$ cat config.mk
export PLATFORM = sky130hd
export DESIGN_NAME = pwm_duty_capture
export DESIGN_NICKNAME = d
export VERILOG_FILES = /design/src/rtl/pwm_duty_capture.sv
export SDC_FILE = /design/constraint.sdc
export NUM_CORES = 1
export LEC_CHECK = 0
export ABC_AREA = 1
export CORE_MARGIN = 2
export CORE_UTILIZATION = 36
export CTS_CLUSTER_DIAMETER = 120
export DETAILED_ROUTE_END_ITERATION = 10
export DONT_BUFFER_PORTS = 1
export SLEW_MARGIN = 20
export SYNTH_ARGS = -nofsm -noshare
export SYNTH_HDL_FRONTEND = slang
export SYNTH_SLANG_ARGS = --single-unit
$ cat constraint.sdc
create_clock -name clk -period 2.1 [get_ports clk]
set_clock_uncertainty 0.15 [all_clocks]
set_input_delay 0.105 -clock clk [delete_from_list [all_inputs] [get_ports clk]]
set_output_delay 0.105 -clock clk [all_outputs]
set_load 0.02 [all_outputs]
$ cat src/rtl/pwm_duty_capture.sv
// Recovers the duty (high clocks per frame) of one asynchronous PWM line whose
// frame length is fixed at 2^CNT_W clocks; flags bad frame lengths and dead lines.
module pwm_duty_capture #(
  parameter int CNT_W  = 8,
  parameter int TO_MUL = 2
) (
  input  logic             clk,
  input  logic             rst_n,
  input  logic             pwm_in,
  output logic [CNT_W-1:0] duty,
  output logic             duty_vld,
  output logic             per_err,
  output logic             stuck
);

  localparam int PW = CNT_W + 2;
  localparam int HW = CNT_W + 1;
  localparam logic [PW-1:0] FRAME_LEN = PW'(2 ** CNT_W);
  localparam logic [PW-1:0] TO_LEN    = PW'(TO_MUL * (2 ** CNT_W));

  typedef enum logic [1:0] {IDLE, MEAS, STUCK} state_t;

  state_t        r_state;
  logic          r_sync1;
  logic          r_s;
  logic          r_sd;
  logic [PW-1:0] r_per_cnt;
  logic [HW-1:0] r_hi_cnt;
  logic          w_rise;
  logic          w_timeout;

  assign w_rise    = r_s & ~r_sd;
  assign w_timeout = (r_per_cnt == TO_LEN) && !w_rise;

  always_ff @(posedge clk or negedge rst_n) begin
    if (!rst_n) begin
      r_sync1 <= 1'b0;
      r_s     <= 1'b0;
      r_sd    <= 1'b0;
    end else begin
      r_sync1 <= pwm_in;
      r_s     <= r_sync1;
      r_sd    <= r_s;
    end
  end

  // Both counters saturate so a dead line can never wrap into a fake frame.
  always_ff @(posedge clk or negedge rst_n) begin
    if (!rst_n) begin
      r_per_cnt <= '0;
      r_hi_cnt  <= '0;
    end else if (w_rise) begin
      r_per_cnt <= PW'(1);
      r_hi_cnt  <= HW'(1);
    end else begin
      if (r_per_cnt != '1)
        r_per_cnt <= r_per_cnt + PW'(1);
      if (r_s && (r_hi_cnt != '1))
        r_hi_cnt <= r_hi_cnt + HW'(1);
    end
  end

  always_ff @(posedge clk or negedge rst_n) begin
    if (!rst_n) begin
      r_state  <= IDLE;
      duty     <= '0;
      duty_vld <= 1'b0;
      per_err  <= 1'b0;
      stuck    <= 1'b0;
    end else begin
      duty_vld <= 1'b0;
      case (r_state)
        IDLE: begin
          if (w_rise) begin
            r_state <= MEAS;
          end else if (w_timeout) begin
            r_state  <= STUCK;
            duty     <= {CNT_W{r_s}};
            duty_vld <= 1'b1;
            stuck    <= 1'b1;
          end
        end
        MEAS: begin
          if (w_rise) begin
            // A frame of the wrong length only raises the error; duty is kept.
            if (r_per_cnt == FRAME_LEN) begin
              duty     <= r_hi_cnt[CNT_W-1:0];
              duty_vld <= 1'b1;
              per_err  <= 1'b0;
              stuck    <= 1'b0;
            end else begin
              per_err <= 1'b1;
            end
          end else if (w_timeout) begin
            r_state  <= STUCK;
            duty     <= {CNT_W{r_s}};
            duty_vld <= 1'b1;
            stuck    <= 1'b1;
          end
        end
        STUCK: begin
          if (w_rise)
            r_state <= MEAS;
        end
        default: r_state <= IDLE;
      endcase
    end
  end

endmodule

# Word level (Yosys, flattened, before mapping)
# Cells that the tools add are included.
word_totals:
  reg_bits: 35
  latch_bits: 0
  ramBits: 0
  romBits: 0
  input_bits: 3
  output_inout_bits: 11
  wordCells: 59
  mem_count: 0
op_classes:
  addsub: 2
  mul: 0
  div: 0
  n_lt_le_gt_ge: 0
  eq_ne: 10
  n_shift: 0
  n_mux: 25
  bitwise_logic: 2
  reduce_logical: 10
ops:
  columns: ["cell", "n"]
  rows:
  - ["two-way mux 8 bit", 4]
  - ["two-way mux 10 bit", 2]
  - ["two-way mux 9 bit", 2]
  - ["case mux 8 bit (2 select lines)", 1]
  - ["adder 10 x 1 -> 10 bit (second input constant)", 1]
  - ["equality test 10 bit (second input constant)", 1]
  - ["equality test 10 x 9 -> 1 bit (second input constant)", 1]
  - ["!= test 10 bit (second input constant)", 1]
  - ["adder 9 x 1 -> 9 bit (second input constant)", 1]
  - ["two-way mux 1 bit", 9]
  - ["!= test 9 bit (second input constant)", 1]
  - ["two-way mux 2 bit", 4]
  - ["!= test 2 bit (second input constant)", 3]
  - ["case mux 2 bit (3 select lines)", 1]
  - ["nonzero test 2 bit", 3]
  - ["case mux 1 bit (2 select lines)", 2]
  - ["AND reduction 2 bit", 2]
  - ["!= test 3 bit (second input constant)", 1]
  - ["AND reduction 3 bit", 1]
  - ["equality test 2 x 1 -> 1 bit (second input constant)", 1]
  - ["equality test 2 bit (second input constant)", 1]
  - ["logical AND 1 bit", 2]
  - ["logical NOT 2 bit", 1]
  - ["bitwise AND 1 bit", 1]
  - ["other kinds (2)", 2]

# Logic depth before layout (Yosys ltp)
depth:
  ltp_word: 7
  mapped_depth: 13
  mapped_depth_nobuf: 13

# Least setup slack after synthesis
# No wires, ideal clock.
synth_timing:
  path_type: "register to register"
  from: "register r_hi_cnt[0]"
  to: "register r_hi_cnt[4]"
  setup_time_ps: 104
  t_arrival_ps: 1657
  required_time_ps: 1846
  path_slack_ps: 189
  path_stages_with_launch: 12
  path_cell_list: "dfrtp_1 ha_1 nand2_1 inv_1 nand3_1 nor2_1 ha_1 inv_1 nand2_1 nor2_1 nand2_1 a221oi_1"
synth_between:
  elab_chain_cells: 3
  word_cells_on_any_way: 6
  cone_classes: "add/sub: 1; eq/ne: 1; mux: 2; reduce/logical: 2"
synth_lines:
  columns: ["item", "line_no", "rtl"]
  rows:
  - ["start, declared", "28", "logic [HW-1:0] r_hi_cnt;"]
  - ["start signal, assigned", "59", "r_hi_cnt <= r_hi_cnt + HW'(1);"]
  - ["adder 9 x 1 -> 9 bit or != test 9 bit (tied branches)", "59, 58", null]
  - ["two-way mux 9 bit or logical AND 1 bit (tied branches)", "58", "if (r_s && (r_hi_cnt != '1))"]
  - ["two-way mux 9 bit or nonzero test 2 bit (tied branches)", null, null]
# Parallel ways exist; a longest one is shown, timed or not. The select of a mux whose other input is x is not followed.
# A chain may end at the register's enable or synchronous reset.

# Worst setup path after layout
layout_timing:
  from: "register r_hi_cnt[1]"
  to: "register r_hi_cnt[3]"
# Same word-level chain as after synthesis.

==> results.md <==
* Worst Setup Slack, final at 0.1443 ns
* GRT overflow at 0
* FF-to-FF setup slack at between 0.1 and 0.15 ns
* Sw frac at 0.3307
* Leakage power at 1.057 nW
* Drt initial violations at between 100 and 150
* Comb pwr share at 0.205
* Power Internal at between 1 and 1.5 mW
* End of the critical path: r_hi_cnt[3]
* Synth top cells by count: nand2_1, dfrtp_1, nand3_1
* CP Data Required Time at 2.15 ns
* Rel. slew slack at 0.7958
* Synth async-reset ratio at 1.000
* IO Pins at 14
* Number of fill cells at 505
* Final setup vio count at 0
* Final core occ at 0.4221
* Drt pass-1 iters at 4
* Syn avg cell area at 8.057 um^2
* RSZ-0062 raised after global routing: true
* Buffers on Ports at 0
* Clock tree from TritonCTS: yes
* Area of the multi-input gates at about 900 um^2
* Reg2Reg Depth at 12
* Die area at 0.005785 mm^2
* Max-cap violations at 0
* Vias at 1,512
* Sequential area share after synthesis at 0.4685
* Synth area leader: dfrtp_1
* Area Overhead vs Synth at 14.59%
* Status: complete, no violations
* Period utilization at 0.9313
* Post-DRT Antenna Nets at 0
* WP data arrival at 2.01 ns
* Initial antenna violation count at 0
* Register area at 875.8 um^2
* Clk sinks at 35
* Worst IR Drop VDD at 250.5 uV
* CTS root buffer: clkbuf_8
* Post-Syn Area at 0.001869 mm^2
* Dpl ws at 0.06309 ns
* Share of layout cells above drive strength 1 at 0.1714
* Drt total wl at 3.749 mm
* Vias/cell at 4.800
* Post-layout min period at 1.956 ns
* Clk pwr share at 0.260
* H-Tree Depth at 2
* Die Span X at 76.06 um
* Die Ht at 76.06 um
* FP Rows at 26
* Initial Util at 0.3683
* Crit. End Element: register
* Final hold viol count at 0
* Layout net count at 253
* Area share of the largest cell type after synthesis at 0.4685
* Clock-pin slew on the worst setup and hold paths at 0.06 ns
* HPWL after detailed placement at 2.544 mm
* Bufs on Longest Clock Path at 2
* Syn Nets at 239
* R2R Path Start: r_hi_cnt[1]
* Final Slew Violations at 0
* Cells after Synth at between 200 and 250
* CP startpoint: r_hi_cnt[1]
* Worst skew pair latency at around 0.28 ns
* Placer Congestion at 0.7994
* Core ar. at 0.005075 mm^2
* Top_reg_cell synth: dfrtp_1
* Drt wl/cell at 11.90 um
* Ant. Diodes at 0
* Worst-Margin Slew at between 0.3 and 0.4 ns
* Max Freq at roughly 510 MHz
* Ys Warns at 0
* Most frequent cell after synthesis: nand2_1
* Seq cells post-synth at 35
* GRT Overall Usage at 0.1431
* Vias in the first global route at 1,459
* DRC Markers at 0
* Largest net degree at the start of global routing at 36
* Switching pwr at 0.5550 mW
* First-pass GRT wire length at 6.768 mm
* Unique masters post-synth at 29
* Power density over the cells at 783.3 mW/mm^2
* Post-synth EDFFs at 0
* Worst setup SP type: register
* Setup Crit Path Kind: reg -> reg
* Part of the power in registers at 0.535
* Crit path max fanout at 5
* Critical R2R Capture: r_hi_cnt[3]
* TritonCTS buffer count at 5
* Worst hold-check path type: in -> async
* Largest cells by area after synthesis: dfrtp_1, nand2_1, nand3_1, nor2_1, inv_1
## what timing repair did
item,CTS,global route
hold buffers,3,0
gates resized for setup,0,15
buffers inserted,0,4
endpoints found under the hold margin,36,0
endpoints found under the setup margin,0,5
## sequential cells by signal (all words and copies together) (netlist names)
register   count
r_per_cnt     10
r_hi_cnt       9
duty           8
r_state        2
duty_vld       1
per_err        1
r_s            1
r_sd           1
r_sync1        1
stuck          1
## kinds of logic (layout without fill, tap and decap cells)
| logic type | after synthesis | count (layout) | synth area share |
|---|---|---|---|
| AND/OR/NAND/NOR | 133 | 133 | 0.3414 |
| flip-flops | 35 | 35 | 0.4685 |
| adder cells (fa/ha/maj) | 4 | 4 | 0.02677 |
| XOR/XNOR | 2 | 2 | 0.009373 |
| AO/OA/AOI/OAI | 28 | 28 | 0.08233 |
| buffers and inverters | 30 | 43 | 0.07162 |
## area by class of cell
class | count | area share
sequential | 35 | 0.4089
clock buffer | 6 | 0.03388
timing repair buffer | 12 | 0.05199
inverter | 25 | 0.04381
multi-input combinational | 167 | 0.4206
tap | 70 | 0.04089
## critical path, stage by stage, from the launching register on
cell and delay [ns]:
dfrtp_1 0.42, ha_2 0.21, nand2_2 0.07, inv_2 0.04, nand3_2 0.07, nor2_2 0.04
ha_2 0.17, inv_2 0.06, nand2_4 0.07, nor3_4 0.27, buf_6 0.14, o21ai_1 0.05
a21oi_1 0.13
## through the flow
stage	power, mW	instances	hold WS (ns)	cell area (um^2)	setup TNS, ns
detailed placement	1.204	302	-0.3396	1954	0
floorplan	1.137	232	-0.3406	1869	0
global route	1.808	315	0.1360	2142	-0.08648
finish	1.678	315	0.1158	2142	0
global placement	1.197	302	-0.3394	1954	0
CTS	1.677	311	0.1072	2067	0
## how the worst min path moves through the flow
stage | startpoint | to | slack, ns
2_1_floorplan | rst_n | duty[0] | -0.34
3_3_place_gp | rst_n | r_per_cnt[2] | -0.34
3_5_place_dp | rst_n | r_per_cnt[2] | -0.34
4_1_cts | rst_n | r_per_cnt[2] | 0.11
5_1_grt | rst_n | r_per_cnt[2] | 0.14
6_report | rst_n | r_per_cnt[4] | 0.12
## power by group through the flow
stage / clock network [mW] / registers (mW) / logic [mW]
after floorplan: 0 / 0.888 / 0.249
after global placement: 0 / 0.907 / 0.289
after global routing: 0.484 / 0.914 / 0.410
after CTS: 0.462 / 0.898 / 0.316
final: 0.436 / 0.898 / 0.345
after detailed placement: 0 / 0.911 / 0.293
## placed cells by master, fill, tap and decap left out, types with 2 or more instances in the layout
master,instances
a21oi_1,11
buf_4,8
clkbuf_8,5
dfrtp_1,35
dlygate4sd3_1,2
ha_1,2
ha_2,2
inv_1,20
inv_2,5
nand2_1,55
nand3_1,29
nand3_2,2
nand3_4,2
nand4_2,2
nor2_1,23
nor2_2,4
nor2_4,4
nor3_1,4
o21ai_0,10
o21ai_1,2
or2_2,2
xor2_1,2
## per-layer routing
layer	routed length, um	track usage
met3	95	0.03910
met1	1900	0.1971
met5	0	0
met2	1683	0.2152
met4	70	0.05455
Power figures use the tool's default switching activity.
